$ cat config.mk
export PLATFORM = sky130hd
export DESIGN_NAME = m_wbgpio_flat
export DESIGN_NICKNAME = d
export VERILOG_FILES = /design/src/rtl/m_wbgpio_pkg.sv /design/src/rtl/m_wbgpio_if.sv /design/src/rtl/m_pwmchan.sv /design/src/rtl/m_wbgpio.sv /design/src/flat_wrapper.sv
export SDC_FILE = /design/constraint.sdc
export NUM_CORES = 1
export LEC_CHECK = 0
export ABC_AREA = 1
export BUFFER_PORTS_ARGS = -buffer_cell sky130_fd_sc_hd__buf_4
export CAP_MARGIN = 10
export CORE_UTILIZATION = 25
export DETAILED_ROUTE_END_ITERATION = 10
export SKIP_CTS_REPAIR_TIMING = 1
export SKIP_LAST_GASP = 1
export SLEW_MARGIN = 30
export SYNTH_ARGS = -nofsm -noshare
export SYNTH_HDL_FRONTEND = slang
export SYNTH_SLANG_ARGS = --single-unit
$ cat constraint.sdc
create_clock -name CLK_I -period 4.73 [get_ports CLK_I]
set_input_delay 0.7095 -clock CLK_I [delete_from_list [all_inputs] [get_ports CLK_I]]
set_output_delay 0.7095 -clock CLK_I [all_outputs]
set_load 0.1 [all_outputs]
$ cat src/rtl/m_wbgpio_pkg.sv
// Shared address map and byte-lane helper for the midgetv Wishbone GPIO slave.
package m_wbgpio_pkg;

    localparam logic [3:0] A_OUT    = 4'd0;
    localparam logic [3:0] A_OUTSET = 4'd1;
    localparam logic [3:0] A_OUTCLR = 4'd2;
    localparam logic [3:0] A_IN     = 4'd3;
    localparam logic [3:0] A_DUTY0  = 4'd4;

    // Expand SEL into a 32-bit bit mask, one byte per select line.
    function automatic logic [31:0] lane_mask(input logic [3:0] sel);
        logic [31:0] m;
        for (int unsigned b = 0; b < 4; b++) begin
            m[8*b +: 8] = {8{sel[b]}};
        end
        return m;
    endfunction

endpackage

$ cat src/rtl/m_wbgpio_if.sv
// Wishbone classic bus bundle between m_midgetv_core and the GPIO slave.
interface m_wbgpio_if;

    logic        CYC_I;
    logic        STB_I;
    logic        WE_I;
    logic [3:0]  ADR_I;
    logic [31:0] DAT_I;
    logic [3:0]  SEL_I;
    logic [31:0] DAT_O;
    logic        ACK_O;

    modport master (
        output CYC_I, STB_I, WE_I, ADR_I, DAT_I, SEL_I,
        input  DAT_O, ACK_O
    );

    modport slave (
        input  CYC_I, STB_I, WE_I, ADR_I, DAT_I, SEL_I,
        output DAT_O, ACK_O
    );

endinterface

$ cat src/rtl/m_pwmchan.sv
// One PWM channel: bus-written shadow duty, reloaded into the active duty at counter wrap.
module m_pwmchan #(
    parameter int PWMBITS = 8
) (
    input  logic               CLK_I,
    input  logic               RST_I,
    input  logic [PWMBITS-1:0] cnt,
    input  logic               wrap,
    input  logic               wr,
    input  logic [PWMBITS-1:0] duty,
    output logic [PWMBITS-1:0] shadow,
    output logic               pwm_o
);

    logic [PWMBITS-1:0] active;

    always_ff @(posedge CLK_I or posedge RST_I) begin
        if (RST_I) begin
            shadow <= '0;
            active <= '0;
            pwm_o  <= 1'b0;
        end else begin
            if (wr) begin
                shadow <= duty;
            end
            // A write on the wrap edge is seen by active only at the next wrap.
            if (wrap) begin
                active <= shadow;
            end
            pwm_o <= (cnt < active);
        end
    end

endmodule

$ cat src/rtl/m_wbgpio.sv
// Wishbone classic GPIO slave: output port with set/clear aliases, synchronised inputs, LED PWM.
module m_wbgpio
    import m_wbgpio_pkg::*;
#(
    parameter int          NOUT       = 4,
    parameter int          NIN        = 1,
    parameter int          SYNCSTAGES = 2,
    parameter int          NPWM       = 3,
    parameter int          PWMBITS    = 8,
    parameter logic [31:0] OUTRST     = 32'h1
) (
    input  logic                             CLK_I,
    input  logic                             RST_I,
    m_wbgpio_if.slave                        wb,
    output logic [NOUT-1:0]                  gpo,
    input  logic [NIN-1:0]                   gpi,
    output logic [((NPWM > 0) ? NPWM : 1)-1:0] pwm_o
);

    localparam int NPW = (NPWM > 0) ? NPWM : 1;

    logic                             req;
    logic                             wr;
    logic [NOUT-1:0]                  gmask;
    logic [NOUT-1:0]                  gdat;
    logic [PWMBITS-1:0]               dmask;
    logic [PWMBITS-1:0]               ddat;
    logic [SYNCSTAGES-1:0][NIN-1:0]   sync_q;
    logic [PWMBITS-1:0]               cnt;
    logic                             wrap;
    logic [PWMBITS-1:0]               shadow [NPW];
    logic [31:0]                      rdata;

    assign req   = wb.CYC_I & wb.STB_I & ~wb.ACK_O;
    assign wr    = req & wb.WE_I;
    assign gmask = NOUT'(lane_mask(wb.SEL_I));
    assign gdat  = NOUT'(wb.DAT_I) & gmask;
    assign dmask = PWMBITS'(lane_mask(wb.SEL_I));
    assign ddat  = PWMBITS'(wb.DAT_I) & dmask;
    assign wrap  = &cnt;

    always_ff @(posedge CLK_I or posedge RST_I) begin
        if (RST_I) begin
            wb.ACK_O <= 1'b0;
            wb.DAT_O <= '0;
        end else begin
            wb.ACK_O <= req;
            if (req) begin
                wb.DAT_O <= rdata;
            end
        end
    end

    always_ff @(posedge CLK_I or posedge RST_I) begin
        if (RST_I) begin
            gpo <= NOUT'(OUTRST);
        end else if (wr) begin
            case (wb.ADR_I)
                A_OUT:    gpo <= (gpo & ~gmask) | gdat;
                A_OUTSET: gpo <= gpo | gdat;
                A_OUTCLR: gpo <= gpo & ~gdat;
                default:  gpo <= gpo;
            endcase
        end
    end

    always_ff @(posedge CLK_I or posedge RST_I) begin
        if (RST_I) begin
            sync_q <= '0;
            cnt    <= '0;
        end else begin
            sync_q <= {sync_q[SYNCSTAGES-2:0], gpi};
            cnt    <= cnt + 1'b1;
        end
    end

    always_comb begin
        rdata = '0;
        case (wb.ADR_I)
            A_OUT, A_OUTSET, A_OUTCLR: rdata = 32'(gpo);
            A_IN:                      rdata = 32'(sync_q[SYNCSTAGES-1]);
            default: begin
                for (int unsigned k = 0; k < unsigned'(NPWM); k++) begin
                    if (wb.ADR_I == 4'(32'(A_DUTY0) + k)) begin
                        rdata = 32'(shadow[k]);
                    end
                end
            end
        endcase
    end

    generate
        if (NPWM > 0) begin : g_pwm
            for (genvar k = 0; k < NPWM; k++) begin : g_ch
                m_pwmchan #(
                    .PWMBITS(PWMBITS)
                ) u_ch (
                    .CLK_I (CLK_I),
                    .RST_I (RST_I),
                    .cnt   (cnt),
                    .wrap  (wrap),
                    .wr    (wr && (wb.ADR_I == 4'(int'(A_DUTY0) + k))),
                    .duty  ((shadow[k] & ~dmask) | ddat),
                    .shadow(shadow[k]),
                    .pwm_o (pwm_o[k])
                );
            end
        end else begin : g_nopwm
            assign pwm_o     = '0;
            assign shadow[0] = '0;
        end
    endgenerate

endmodule
$ cat src/flat_wrapper.sv
// flat-port wrapper written by rule: the top's interface ports become plain ports
module m_wbgpio_flat import m_wbgpio_pkg::*;
#(
    parameter int          NOUT       = 4,
    parameter int          NIN        = 1,
    parameter int          SYNCSTAGES = 2,
    parameter int          NPWM       = 3,
    parameter int          PWMBITS    = 8,
    parameter logic [31:0] OUTRST     = 32'h1
)
  (CLK_I, RST_I, gpo, gpi, pwm_o, wb_CYC_I, wb_STB_I, wb_WE_I, wb_ADR_I, wb_DAT_I, wb_SEL_I, wb_DAT_O, wb_ACK_O);
  m_wbgpio_if wb_i ();
  input  logic CLK_I;
  input  logic RST_I;
  output logic [NOUT-1:0] gpo;
  input  logic [NIN-1:0] gpi;
  output logic [((NPWM > 0) ? NPWM : 1)-1:0] pwm_o;
  input wire logic [$bits(wb_i.CYC_I)-1:0] wb_CYC_I;
  input wire logic [$bits(wb_i.STB_I)-1:0] wb_STB_I;
  input wire logic [$bits(wb_i.WE_I)-1:0] wb_WE_I;
  input wire logic [$bits(wb_i.ADR_I)-1:0] wb_ADR_I;
  input wire logic [$bits(wb_i.DAT_I)-1:0] wb_DAT_I;
  input wire logic [$bits(wb_i.SEL_I)-1:0] wb_SEL_I;
  output wire logic [$bits(wb_i.DAT_O)-1:0] wb_DAT_O;
  output wire logic [$bits(wb_i.ACK_O)-1:0] wb_ACK_O;
  assign wb_i.CYC_I = wb_CYC_I;
  assign wb_i.STB_I = wb_STB_I;
  assign wb_i.WE_I = wb_WE_I;
  assign wb_i.ADR_I = wb_ADR_I;
  assign wb_i.DAT_I = wb_DAT_I;
  assign wb_i.SEL_I = wb_SEL_I;
  assign wb_DAT_O = wb_i.DAT_O;
  assign wb_ACK_O = wb_i.ACK_O;
  m_wbgpio #(.NOUT(NOUT), .NIN(NIN), .SYNCSTAGES(SYNCSTAGES), .NPWM(NPWM), .PWMBITS(PWMBITS), .OUTRST(OUTRST)) u_core (.CLK_I(CLK_I), .RST_I(RST_I), .wb(wb_i), .gpo(gpo), .gpi(gpi), .pwm_o(pwm_o));
endmodule
==> qor.yml <==
outcome: "complete, no violations"
hold_path.class: "flop to flop"
synthCells: 471
clkTransAtPathRegs_ns: 0.05
fmax_mhz: 491
skew_ns: 0.00392
synth_cell_type_count: 28
cts_sinks: 74
period_minus_slack_ns: 2.04
cp.depth: 8
routed_wl_mm: 8.55
synth-warning-count: 0
cp-startpoint: "wb_ADR_I[3]"
grt_pass1_vias: 2730
slew_headroom_pct: 41.3
setup-violations-final: 0
clock_latency_ns: 0.34
power_frac_clock_pct: 38.1
synth_area_per_cell_um2: 8.62
highest_layer: "met4"
async_flop_share_pct: 100
tns_ns: 0
endpoint_kind: "flop"
post-route-period-util_pct: 43.0
synth_area_leaders: "dfrtp_1 (45%), nand2_1 (13%), ha_1 (6.8%)"
pre_cts_ws_ns: 2.39
slowest_stage: "nor2_2"
cellLeakagePower_nw: 2.39
rsz0062_at_grt: "no"
critical_path.max_fanout: 20
antenna_found_initial: 0
h-tree-depth: 3
cts_root_buf: "clkbuf_16"
intPower_mw: 1.09
dp_hpwl_mm: 6.28
synth_common_cells: "nand2_1 (140), dfrtp_1 (73), inv_1 (37)"
cp-start-kind: "input port"
drtPass1Iterations: 4
worst_pin_slew_ns: 0.880
ir_drop_mv: 0.166
wl_per_cell_um: 11.8
clockBufferDepth: 2
syn2layout_area_growth_pct: 14.6
grt_pass1_wl_mm: 14.0
p_seq_share_pct: 42.6
overflow: 0
syn_area_um2: 4060
critPathArrivalTime_ns: 2.29
ant_nets: 0
seq_area_frac_synth_pct: 45.6
synth.top_cell.area_share_pct: 45.0
ys.flop_type: "dfrtp_1"
grt_max_degree: 46
power.density_nw_per_um2: 351
io_buffers: 34
drv_cap: 0
cpLargestDelayFamily: "simple AND/OR/NAND/NOR gates"
p_total_mw: 1.63
ios: 86
die-area_um2: 16800
nNetsFinal: 572
r2r-start: "u_core.cnt[1]"
drcViolationCount: 0
cp_cell_sequence: "buf_4 > nor2_2 > nand2_1 > inv_2 > nand2_4 > inv_2 > nand2_1 > o21ai_1"
critPathBufInv: 3
setup_slack_ns: 2.69
vias_per_cell: 4.12
comb_power_share_pct: 19.3
dr_wl_met3_um: 315
switchingPower_mw: 0.545
drv_slew: 0
r2r-end: "u_core.g_pwm.g_ch[0].u_ch.active[4]"
num_rows: 46
place_congestion: 0.801
initial_utilization_pct: 25.6
die_h_um: 129
n_antenna_cell: 0
wl_met2_mm: 3.96
slowest_delay_ns: 0.68
reg2reg_slack_ns: 2.78
worstRegToRegCells: 6
vias: 2984
die_w_um: 129
drt-met1-wl_mm: 4.22
core_area_um2: 15900
synth_edf_count: 0
swShare_pct: 33.4
cts_tree: "yes"
yosysMostFrequentCell: "nand2_1"
required_ns: 4.99
hold_viol: 0
numCtsBuffers: 9
drive_above_1_share_pct: 21.4
ys_ff_latch: 74
path_class: "input port to flop"
grtUsageTotal_pct: 10.9
yosysTopAreaCell: "dfrtp_1"
drt_iter0_drc: 176
-- per-stage QoR --
| step | hold WS, ns | util, % | cell area [µm²] | instances |
|---|---|---|---|---|
| after floorplan | 0.331 | - | 4150 | 494 |
| after global placement | 0.334 | 27.6 | 4390 | 709 |
| after detailed placement | 0.342 | 27.6 | 4390 | 709 |
| after CTS | 0.354 | 29.3 | 4650 | 725 |
| after global routing | 0.363 | 29.3 | 4650 | 725 |
| final | 0.350 | 29.3 | 4650 | 725 |
-- power groups by stage --
stage          clock network (mW)  registers [mW]  logic (mW)
3_3_place_gp                    0           0.707       0.315
2_1_floorplan                   0           0.807       0.166
3_5_place_dp                    0           0.707       0.317
4_1_cts                     0.637           0.695       0.317
5_1_grt                     0.668           0.700       0.335
6_report                    0.622           0.695       0.315
-- layout make-up --
type,count,area [µm²]
Clock buffer,13,250
Timing Repair Buffer,35,263
Clock inverter,3,15.0
Sequential cell,74,1850
Tap cell,216,270
Multi-Input combinational cell,336,1820
Fill cell,1729,11200
Inverter,48,181
-- routing by layer --
layer  vias up  GRT usage [%]
li1       1508              -
met1      1422           15.4
met2        48           16.1
met3         6           3.30
met4         0           2.87
met5         -              0
-- worst reg2reg max path, delay by kind of cell, from the launching register on --
family	cells	cell delay (ns)
AO/OA/AOI/OAI	1	0.04
AND/OR/NAND/NOR	4	1.14
adder cells (fa/ha/maj)	1	0.21
flip-flops	1	0.43
-- cells by family after synthesis --
logic type	count (synthesis)	synth area share, %
flip-flops	74	45.6
AND/OR/NAND/NOR	232	26.0
XOR/XNOR	6	1.29
other	1	0.0924
buffers and inverters	84	11.7
AO/OA/AOI/OAI	52	8.47
adder cells (fa/ha/maj)	22	6.78
-- how the worst min path moves through the flow --
stage	slack (ns)	startpoint	cells after the start	endpoint
after floorplan	0.33	u_core.sync_q[0]	0	u_core.sync_q[1]
after global placement	0.33	u_core.sync_q[0]	0	u_core.sync_q[1]
after detailed placement	0.34	u_core.sync_q[0]	0	u_core.sync_q[1]
after CTS	0.35	u_core.sync_q[0]	0	u_core.sync_q[1]
after global routing	0.36	u_core.sync_q[0]	0	u_core.sync_q[1]
final	0.35	u_core.sync_q[0]	0	u_core.sync_q[1]
-- layout by cell type, fill, tap and decap left out, types with 2 or more instances in the layout --
cell type	n
nand2_1	140
a22oi_1	2
nand3_4	2
o21ai_0	3
inv_2	10
inv_1	36
a21oi_1	19
clkbuf_1	3
nand3_1	33
nor2_1	26
clkbuf_16	9
o21ai_1	7
a21oi_2	20
nand2_4	2
nor2_4	4
dfrtp_1	73
nor2_2	18
ha_1	22
nand4_1	3
xor2_1	6
and2_1	2
conb_1	24
buf_4	35
clkinv_2	4
(Power assumes the default switching activity.)
